`config.mk`:
```
export PLATFORM = sky130hd
export DESIGN_NAME = pencoder_scan_disp
export DESIGN_NICKNAME = d
export VERILOG_FILES = /design/src/rtl/pencoder_scan_disp.sv
export SDC_FILE = /design/constraint.sdc
export NUM_CORES = 1
export LEC_CHECK = 0
export ABC_CLOCK_PERIOD_IN_PS = 2300
export BUFFER_PORTS_ARGS = -buffer_cell sky130_fd_sc_hd__buf_2
export CAP_MARGIN = 20
export CORE_MARGIN = 1
export CORE_UTILIZATION = 45
export DETAILED_ROUTE_END_ITERATION = 16
export PLACE_DENSITY = 0.66
export SLEW_MARGIN = 20
export SYNTH_ARGS = -nofsm -noshare
export SYNTH_HDL_FRONTEND = slang
export SYNTH_SLANG_ARGS = --single-unit
```
`constraint.sdc`:
```
create_clock -name clk -period 2.3 [get_ports clk]
set_input_delay 0.115 -clock clk [delete_from_list [all_inputs] [get_ports clk]]
set_output_delay 0.115 -clock clk [all_outputs]
set_load 0.05 [all_outputs]
```
`src/rtl/pencoder_scan_disp.sv`:
```
// -----------------------------------------------------------------------------
// pencoder_scan_disp
//
// Registered priority encoder driving a time-multiplexed, active-low hex
// 7-segment display.
//
// The request vector is registered into in_q. On the next edge in_q is
// encoded to the index of its highest set bit, together with a valid flag.
// A free-running divider steps a digit pointer. Each cycle the pointer and
// the encoded index produce the registered segment and anode outputs.
//
// Optional feature:
//   PENC_LSB_PRIO_EN - when defined, the lowest set bit wins instead of the
//                      highest. Nothing else changes.
//
// Ports:
//   clk    - system clock; all state changes on the rising edge
//   rst_n  - asynchronous active-low reset
//   en     - encoder enable; low forces idx=0, valid=0
//   hold   - while high (and en high), idx/valid keep their value
//   in     - request vector; bit IN_W-1 has the highest priority
//   idx    - registered encoded index
//   valid  - registered: at least one request bit set and en high
//   seg    - active-low segments {g,f,e,d,c,b,a}, registered
//   an     - active-low digit enables, one-hot-low, registered
// -----------------------------------------------------------------------------
module pencoder_scan_disp #(
    parameter int IN_W     = 16,
    parameter int DIGITS   = 2,
    parameter int SCAN_DIV = 50000
) (
    input  logic                      clk,
    input  logic                      rst_n,
    input  logic                      en,
    input  logic                      hold,
    input  logic [IN_W-1:0]           in,
    output logic [$clog2(IN_W)-1:0]   idx,
    output logic                      valid,
    output logic [6:0]                seg,
    output logic [DIGITS-1:0]         an
);

    localparam int IDX_W = $clog2(IN_W);
    localparam int DIV_W = $clog2(SCAN_DIV);
    localparam int PTR_W = (DIGITS > 1) ? $clog2(DIGITS) : 1;

    localparam logic [6:0] SEG_BLANK = 7'h7F;

    // Active-low hex font, bit order {g,f,e,d,c,b,a}.
    function automatic logic [6:0] hex_decode(input logic [3:0] nib);
        logic [6:0] s;
        case (nib)
            4'h0: s = 7'h40;
            4'h1: s = 7'h79;
            4'h2: s = 7'h24;
            4'h3: s = 7'h30;
            4'h4: s = 7'h19;
            4'h5: s = 7'h12;
            4'h6: s = 7'h02;
            4'h7: s = 7'h78;
            4'h8: s = 7'h00;
            4'h9: s = 7'h10;
            4'hA: s = 7'h08;
            4'hB: s = 7'h03;
            4'hC: s = 7'h46;
            4'hD: s = 7'h21;
            4'hE: s = 7'h06;
            default: s = 7'h0E;
        endcase
        return s;
    endfunction

    logic [IN_W-1:0]     in_q,    in_d;
    logic [IDX_W-1:0]    idx_q,   idx_d;
    logic                valid_q, valid_d;
    logic [DIV_W-1:0]    div_q,   div_d;
    logic [PTR_W-1:0]    ptr_q,   ptr_d;
    logic [6:0]          seg_q,   seg_d;
    logic [DIGITS-1:0]   an_q,    an_d;

    logic [IDX_W-1:0]    enc;
    logic [4*DIGITS-1:0] idx_ext;
    logic [3:0]          nibble;

    // Priority encoder over the registered request vector.
    always_comb begin
        // NOTE: every combinational output gets a default first so that no
        // path leaves it unassigned; otherwise a latch is inferred.
        enc = '0;
`ifdef PENC_LSB_PRIO_EN
        // Scan downward so the lowest set bit is written last and wins.
        for (int i = IN_W - 1; i >= 0; i--) begin
            if (in_q[i]) enc = IDX_W'(i);
        end
`else
        // Scan upward so the highest set bit is written last and wins.
        for (int i = 0; i < IN_W; i++) begin
            if (in_q[i]) enc = IDX_W'(i);
        end
`endif
    end

    // Next-state logic for the encoder stages.
    always_comb begin
        in_d    = in;
        idx_d   = idx_q;
        valid_d = valid_q;
        if (!en) begin
            idx_d   = '0;
            valid_d = 1'b0;
        end else if (!hold) begin
            idx_d   = enc;
            valid_d = |in_q;
        end
    end

    // Scan divider and digit pointer run freely, independent of en/hold.
    always_comb begin
        div_d = div_q + DIV_W'(1);
        ptr_d = ptr_q;
        if (div_q == DIV_W'(SCAN_DIV - 1)) begin
            div_d = '0;
            ptr_d = (ptr_q == PTR_W'(DIGITS - 1)) ? '0 : ptr_q + PTR_W'(1);
        end
    end

    // Display: select nibble ptr_q of the zero-extended index.
    always_comb begin
        idx_ext              = '0;
        idx_ext[IDX_W-1:0]   = idx_q;
        nibble               = '0;
        for (int d = 0; d < DIGITS; d++) begin
            if (ptr_q == PTR_W'(d)) nibble = idx_ext[d*4 +: 4];
        end
        an_d  = ~(DIGITS'(1) << ptr_q);
        seg_d = valid_q ? hex_decode(nibble) : SEG_BLANK;
    end

    // NOTE: sequential state uses non-blocking assignments so every flop
    // samples the pre-edge values regardless of statement order.
    always_ff @(posedge clk or negedge rst_n) begin
        if (!rst_n) begin
            in_q    <= '0;
            idx_q   <= '0;
            valid_q <= 1'b0;
            div_q   <= '0;
            ptr_q   <= '0;
            seg_q   <= SEG_BLANK;
            an_q    <= '1;
        end else begin
            in_q    <= in_d;
            idx_q   <= idx_d;
            valid_q <= valid_d;
            div_q   <= div_d;
            ptr_q   <= ptr_d;
            seg_q   <= seg_d;
            an_q    <= an_d;
        end
    end

    assign idx   = idx_q;
    assign valid = valid_q;
    assign seg   = seg_q;
    assign an    = an_q;

endmodule
```
Word-level counts from Yosys, hierarchy flattened
Memories as Yosys holds them, arrays and structs flattened.
Cells that the tools add are included.
{"block": "word_totals", "register_bits": 47, "romBits": 112, "in_bits": 20, "output_inout_bits": 14, "word_cells": 38, "n_memories": 1}
{"block": "classes", "add_sub_neg": 2, "eq_ne": 2, "n_shift": 1, "muxes": 23, "bitwise": 1, "reduce_logical": 1}
{"name": "(name not given)", "words": 16, "word_bits": 7, "rd": 1, "rd_clocked_by_memory_dff": 0, "write_ports": 0, "line_no": "52", "rtl": "case (nib)"}
{"op": "2-to-1 mux 4 bit", "n": 14}
{"op": "adder 16 x 1 -> 16 bit, second input constant", "n": 1}
{"op": "equality test 16 bit, second input constant", "n": 1}
{"op": "2-to-1 mux 16 bit", "n": 1}
{"op": "OR reduction 16 bit", "n": 1}
{"op": "2-to-1 mux 7 bit", "n": 1}
{"op": "2-to-1 mux 1 bit", "n": 4}
{"op": "2-to-1 mux 2 bit", "n": 2}
{"op": "2-to-1 mux 3 bit", "n": 1}
{"op": "inequality test 2 bit, second input constant", "n": 1}
{"op": "inverter 2 bit", "n": 1}
{"op": "<< shifter 1 x 1 -> 2 bit, first input constant", "n": 1}
{"op": "adder 1 bit, second input constant", "n": 1}

Longest topological paths before layout
{"block": "logic_depth", "word_depth": 17, "ltp_mapped": 8, "ltp_nobuf": 8}

Least setup slack after synthesis
No wires, ideal clock.
{"block": "synth_path", "path_type": "reg2reg", "startpoint": "reg idx_q[0] (netlist: idx[0])", "endpoint": "reg seg_q[3] (netlist: seg[3])", "t_arrival_ns": 1.800, "path_slack_ns": 0.401, "stages_incl_launch_ff": 6, "synth_period_minus_slack_ns": 1.899, "cell_sequence": "dfrtp_1 > nand2_1 > ha_1 > inv_1 > mux4_2 > nand2b_1"}
{"block": "synth_between", "elab_chain_len": 3}
{"item": "from (decl)", "line_no": "74", "rtl": "logic [IDX_W-1:0] idx_q, idx_d;"}
{"item": "from (signal assigned)", "line_no": "152", "rtl": "idx_q <= idx_d;"}
{"item": "2-to-1 mux 4 bit", "line_no": "133", "rtl": "if (ptr_q == PTR_W'(d)) nibble = idx_ext[d*4 +: 4];"}
{"item": "memory read (16 x 7 bit)"}
{"item": "2-to-1 mux 7 bit", "line_no": "136", "rtl": "seg_d = valid_q ? hex_decode(nibble) : SEG_BLANK;"}
{"item": "net seg_d[3]", "line_no": "78", "rtl": "logic [6:0] seg_q, seg_d;"}
{"item": "to (signal assigned)", "line_no": "156", "rtl": "seg_q <= seg_d;"}
{"item": "to (decl)", "line_no": "78"}
The timed path passes the listed nets, and every way through them passes these cells.
A chain may end at the register's enable or synchronous reset.

Worst setup path after layout
{"block": "layout_path", "startpoint": "reg ptr_q", "endpoint": "reg seg_q[3] (netlist: seg[3])"}
{"block": "layout_between", "elab_chain_len": 3}
{"item": "from (decl)", "line_no": "77", "rtl": "logic [PTR_W-1:0] ptr_q, ptr_d;"}
{"item": "from (signal assigned)", "line_no": "155", "rtl": "ptr_q <= ptr_d;"}
{"item": "2-to-1 mux 4 bit", "line_no": "133"}
{"item": "memory read (16 x 7 bit)"}
{"item": "2-to-1 mux 7 bit", "line_no": "136"}
{"item": "net seg_d[3]", "line_no": "78"}
The timed path passes the listed nets, and every way through them passes these cells.

==> summary.md <==
The flow ran to the end, and the final reports show no timing, DRC or antenna violations. Counting the buffers created by CTS gives 5. Based on the critical path, the design can be clocked at up to 551 MHz.

The endpoint kind of the worst setup timing path was a flop. The signal on the critical path passes through inv_1, nand2_1, ha_1, inv_1, mux4_2, nand2b_1. The register area share after synthesis was 58.4%.

Number of global-route vias before repair: 1452. The origin of the worst min-delay path was en. The number of flops mapped to enable cells by yosys came out at 0.

Counting along the longest clock path gives a buffer depth of 2. Final antenna diode count: 0. The total wirelength of the detailed-routed design was 3.79 mm. CTS placed an instance of clkbuf_8 at the clock tree root. The cell depth of the worst flop-to-flop path was 6.

Clock tree skew after final layout: 5.26 ps. The end point of the worst hold path was idx[3]. The maximum fanout count along the critical path came out at 6. The latest clock arrival within the worst-skew pair was 290 ps. The tools report the worst flop-to-flop path endpoint as seg[3]. In this run the standard cell core region covers 4350 um^2. Nature of the critical path startpoint: a flop.

The initial utilization of the core area, before any placement, comes to 46.7%. Summed over all failing endpoints, the final setup total negative slack is 0 ps. The library cell occupying the most area in the post-synthesis netlist was dfrtp_1. In this run the core area contains 24 standard-cell rows. Synthesis instantiated 37 different standard cells from the library.

The total leakage power is 0.00116 uW. The worst stage delay on the critical path works out to 440 ps. The clock period minus final worst setup slack is 1810 ps. The total via count after detailed routing is 1461. Measured against its own limit, the worst slew margin works out to 74.3%.

The count of mapped cells out of synthesis is 175, and the actual slew at the worst max-slew pin is 376 ps. The post-CTS setup buffer count came out at 0. In the final layout, the share of cells above drive strength 1 is 25.4%. Power spread over the standard cell area amounts to 629 nW/um^2. Sorting the synthesized cells by area gives the leading types as dfrtp_1, dfstp_2, ha_1. The run gives 258 as the final-stage net count. The maximum vdd drop was 0.517 mV. The logs give 0 for the residual DRC count and 60 for the number of violations reported at the end of detailed-routing iteration 0. Timing analysis after detailed placement gives a worst setup slack of 484 ps. The signed area change from the synthesized netlist to the final layout came out at 24.2%. The required time at the endpoint of the critical path is 2530 ps. For this run, the total global-route usage over all layers was measured as 17.2%. Slowest cell on the critical path: mux4_2.

The most numerous cell on the critical path was inv_1. From bottom edge to top edge, the die measures 69.2 um. At the end of the flow the core is filled with cells to 58.0%.

The H-tree depth is 2, and the wire length per cell after detailed routing is 13.3 um. The run gives 0 as the number of routed nets with antenna violations. Setup repair after global routing left no endpoint under its margin.

The ratio of final minimum period to clock period was 78.9%; the last weighted congestion value of the routability-driven placer was 0.836. Yosys printed 0 warnings. The classification of the worst-slack hold path is primary input to flop.

The launch instance of the worst register-to-register path was ptr_q. The aggregate global routing overflow is 0. The netlist area before placement is 2030 um^2. The worst setup path is of the flop to flop kind. Buffers placed on the I/O ports in this run total 33. Die area: 4790 um^2. For the final count of pins violating max slew, the log shows 0. For the number of antenna violations at the first check in global routing, the log shows 0. Pin count of the biggest net entering global routing: 35. In this run the horizontal extent of the chip is 69.2 um. TritonCTS built the clock tree. In the synthesized netlist, the cells that appear most often are dfrtp_1, nor2_1, inv_1. Final hold violation count: 0. The detail-routed via count per cell came out at 5.14.

The first detailed-routing pass took 4 iterations. The CTS sink count is 47. For this run, the leading register cell type out of synthesis is dfrtp_1.

The top cell type by area accounts for 46.7% of the synthesized area. The logs give 202 for the net count after synthesis and 490 ps for the reg-to-reg setup timing slack. Data arrives at the worst endpoint at 2040 ps.

The clock-pin slew on the worst setup and hold paths is 90 ps, and the final setup violation count is 0. In this run the count of I/O pins placed on the die edge is 34. The synthesized design contains 47 register bits.

The run gives 2.63 mm as the total half-perimeter wirelength after legalization and detailed placement. Dominant cell by count in the synthesized netlist: dfrtp_1. Each instance of the synthesized netlist takes up on average 11.6 um^2. The global-route wire length before repair was 6.52 mm; the worst hold path cell count was 3.

For the post-route worst setup slack, the log shows 486 ps. Across the run, the number of max-cap violations was 0. Counting flops with an async set or reset pin after synthesis yields a share of 100%.
[cells in the final DEF, fill, tap and decap left out, types with 6 or more instances in the layout]
master,synthesis,layout
o21ai_0,10,10
nand2_1,6,6
inv_1,11,11
nor2_1,20,20
nand3_1,8,8
ha_1,7,7
dlygate4sd3_1,0,17
dfrtp_1,38,38
xnor2_1,8,8
buf_2,0,33
dfstp_2,9,9
[what timing repair did]
action                     CTS  global route
hold endpoints to repair    29             0
hold buffers                17             0
setup endpoints to repair    0             0
resized for setup            0             0
[how the worst max path moves through the flow]
stage          startpoint     end  slack (ps)  cells past startpoint
6_report            ptr_q  seg[3]         490                      6
2_1_floorplan      idx[0]  seg[3]         400                      5
3_3_place_gp        ptr_q  seg[3]         580                      6
5_1_grt             ptr_q  seg[3]         370                      6
3_5_place_dp        ptr_q  seg[3]         480                      6
4_1_cts             ptr_q  seg[3]         480                      6
[sequential cells by signal, indices dropped and copies added (netlist names)]
name	cells
idx	4
div_q	16
an	2
valid	1
seg	7
in_q	16
ptr_q	1
[logic make-up after synthesis]
| family | count (synthesis) | share of synthesized area (%) |
|---|---|---|
| and+or+nand+nor | 59 | 16.1 |
| adders and majority gates | 7 | 4.30 |
| xor gates and xnor gates | 13 | 5.60 |
| muxes | 8 | 4.67 |
| AOI/OAI and AO/OA | 27 | 8.43 |
| DFF | 47 | 58.4 |
| buffers and inverters | 14 | 2.58 |
[stage by stage]
stage / cell area (um^2) / total power, uW / std cells / hold WS, ps
after floorplan: 2030 / 1040 / 175 / -181
after global placement: 2270 / 1110 / 259 / 20.8
after detailed placement: 2270 / 1110 / 259 / 21.6
after CTS: 2530 / 1620 / 284 / 79.4
after global routing: 2530 / 1660 / 284 / 91.4
final: 2530 / 1590 / 284 / 90.2
[worst max-delay path, delay by kind of cell (launching register included)]
kind / cells / cell delay (ps)
fa+ha+maj: 1 / 330
simple gates: 2 / 320
buf+inv: 2 / 220
flops: 1 / 430
mux: 1 / 440
[power breakdown]
part	switching [uW]	total [uW]	internal, uW
Clock	266	477	211
Sequential	26.2	892	866
Combinational	138	220	81.1
[area by class of cell]
cell class | count | area, um^2
timing repair buffer | 52 | 350
inverter | 11 | 41.3
fill | 377 | 1830
clock inverter | 3 | 20.0
clock buffer | 5 | 68.8
tap | 52 | 65.1
sequential | 47 | 1190
multi-input combinational | 114 | 795
[metal layers]
| metal | wire, um | part of all wire (%) | vias to the layer above | GRT usage, % |
|---|---|---|---|---|
| met3 | 156 | 4.1 | 2 | 4.36 |
| met4 | 23 | 0.61 | 0 | 4.76 |
| met2 | 1880 | 50 | 33 | 29.6 |
| met5 | 0 | 0 | - | 0 |
| met1 | 1720 | 46 | 700 | 21.4 |
| li1 | - | - | 726 | - |
(Power assumes the default switching activity.)
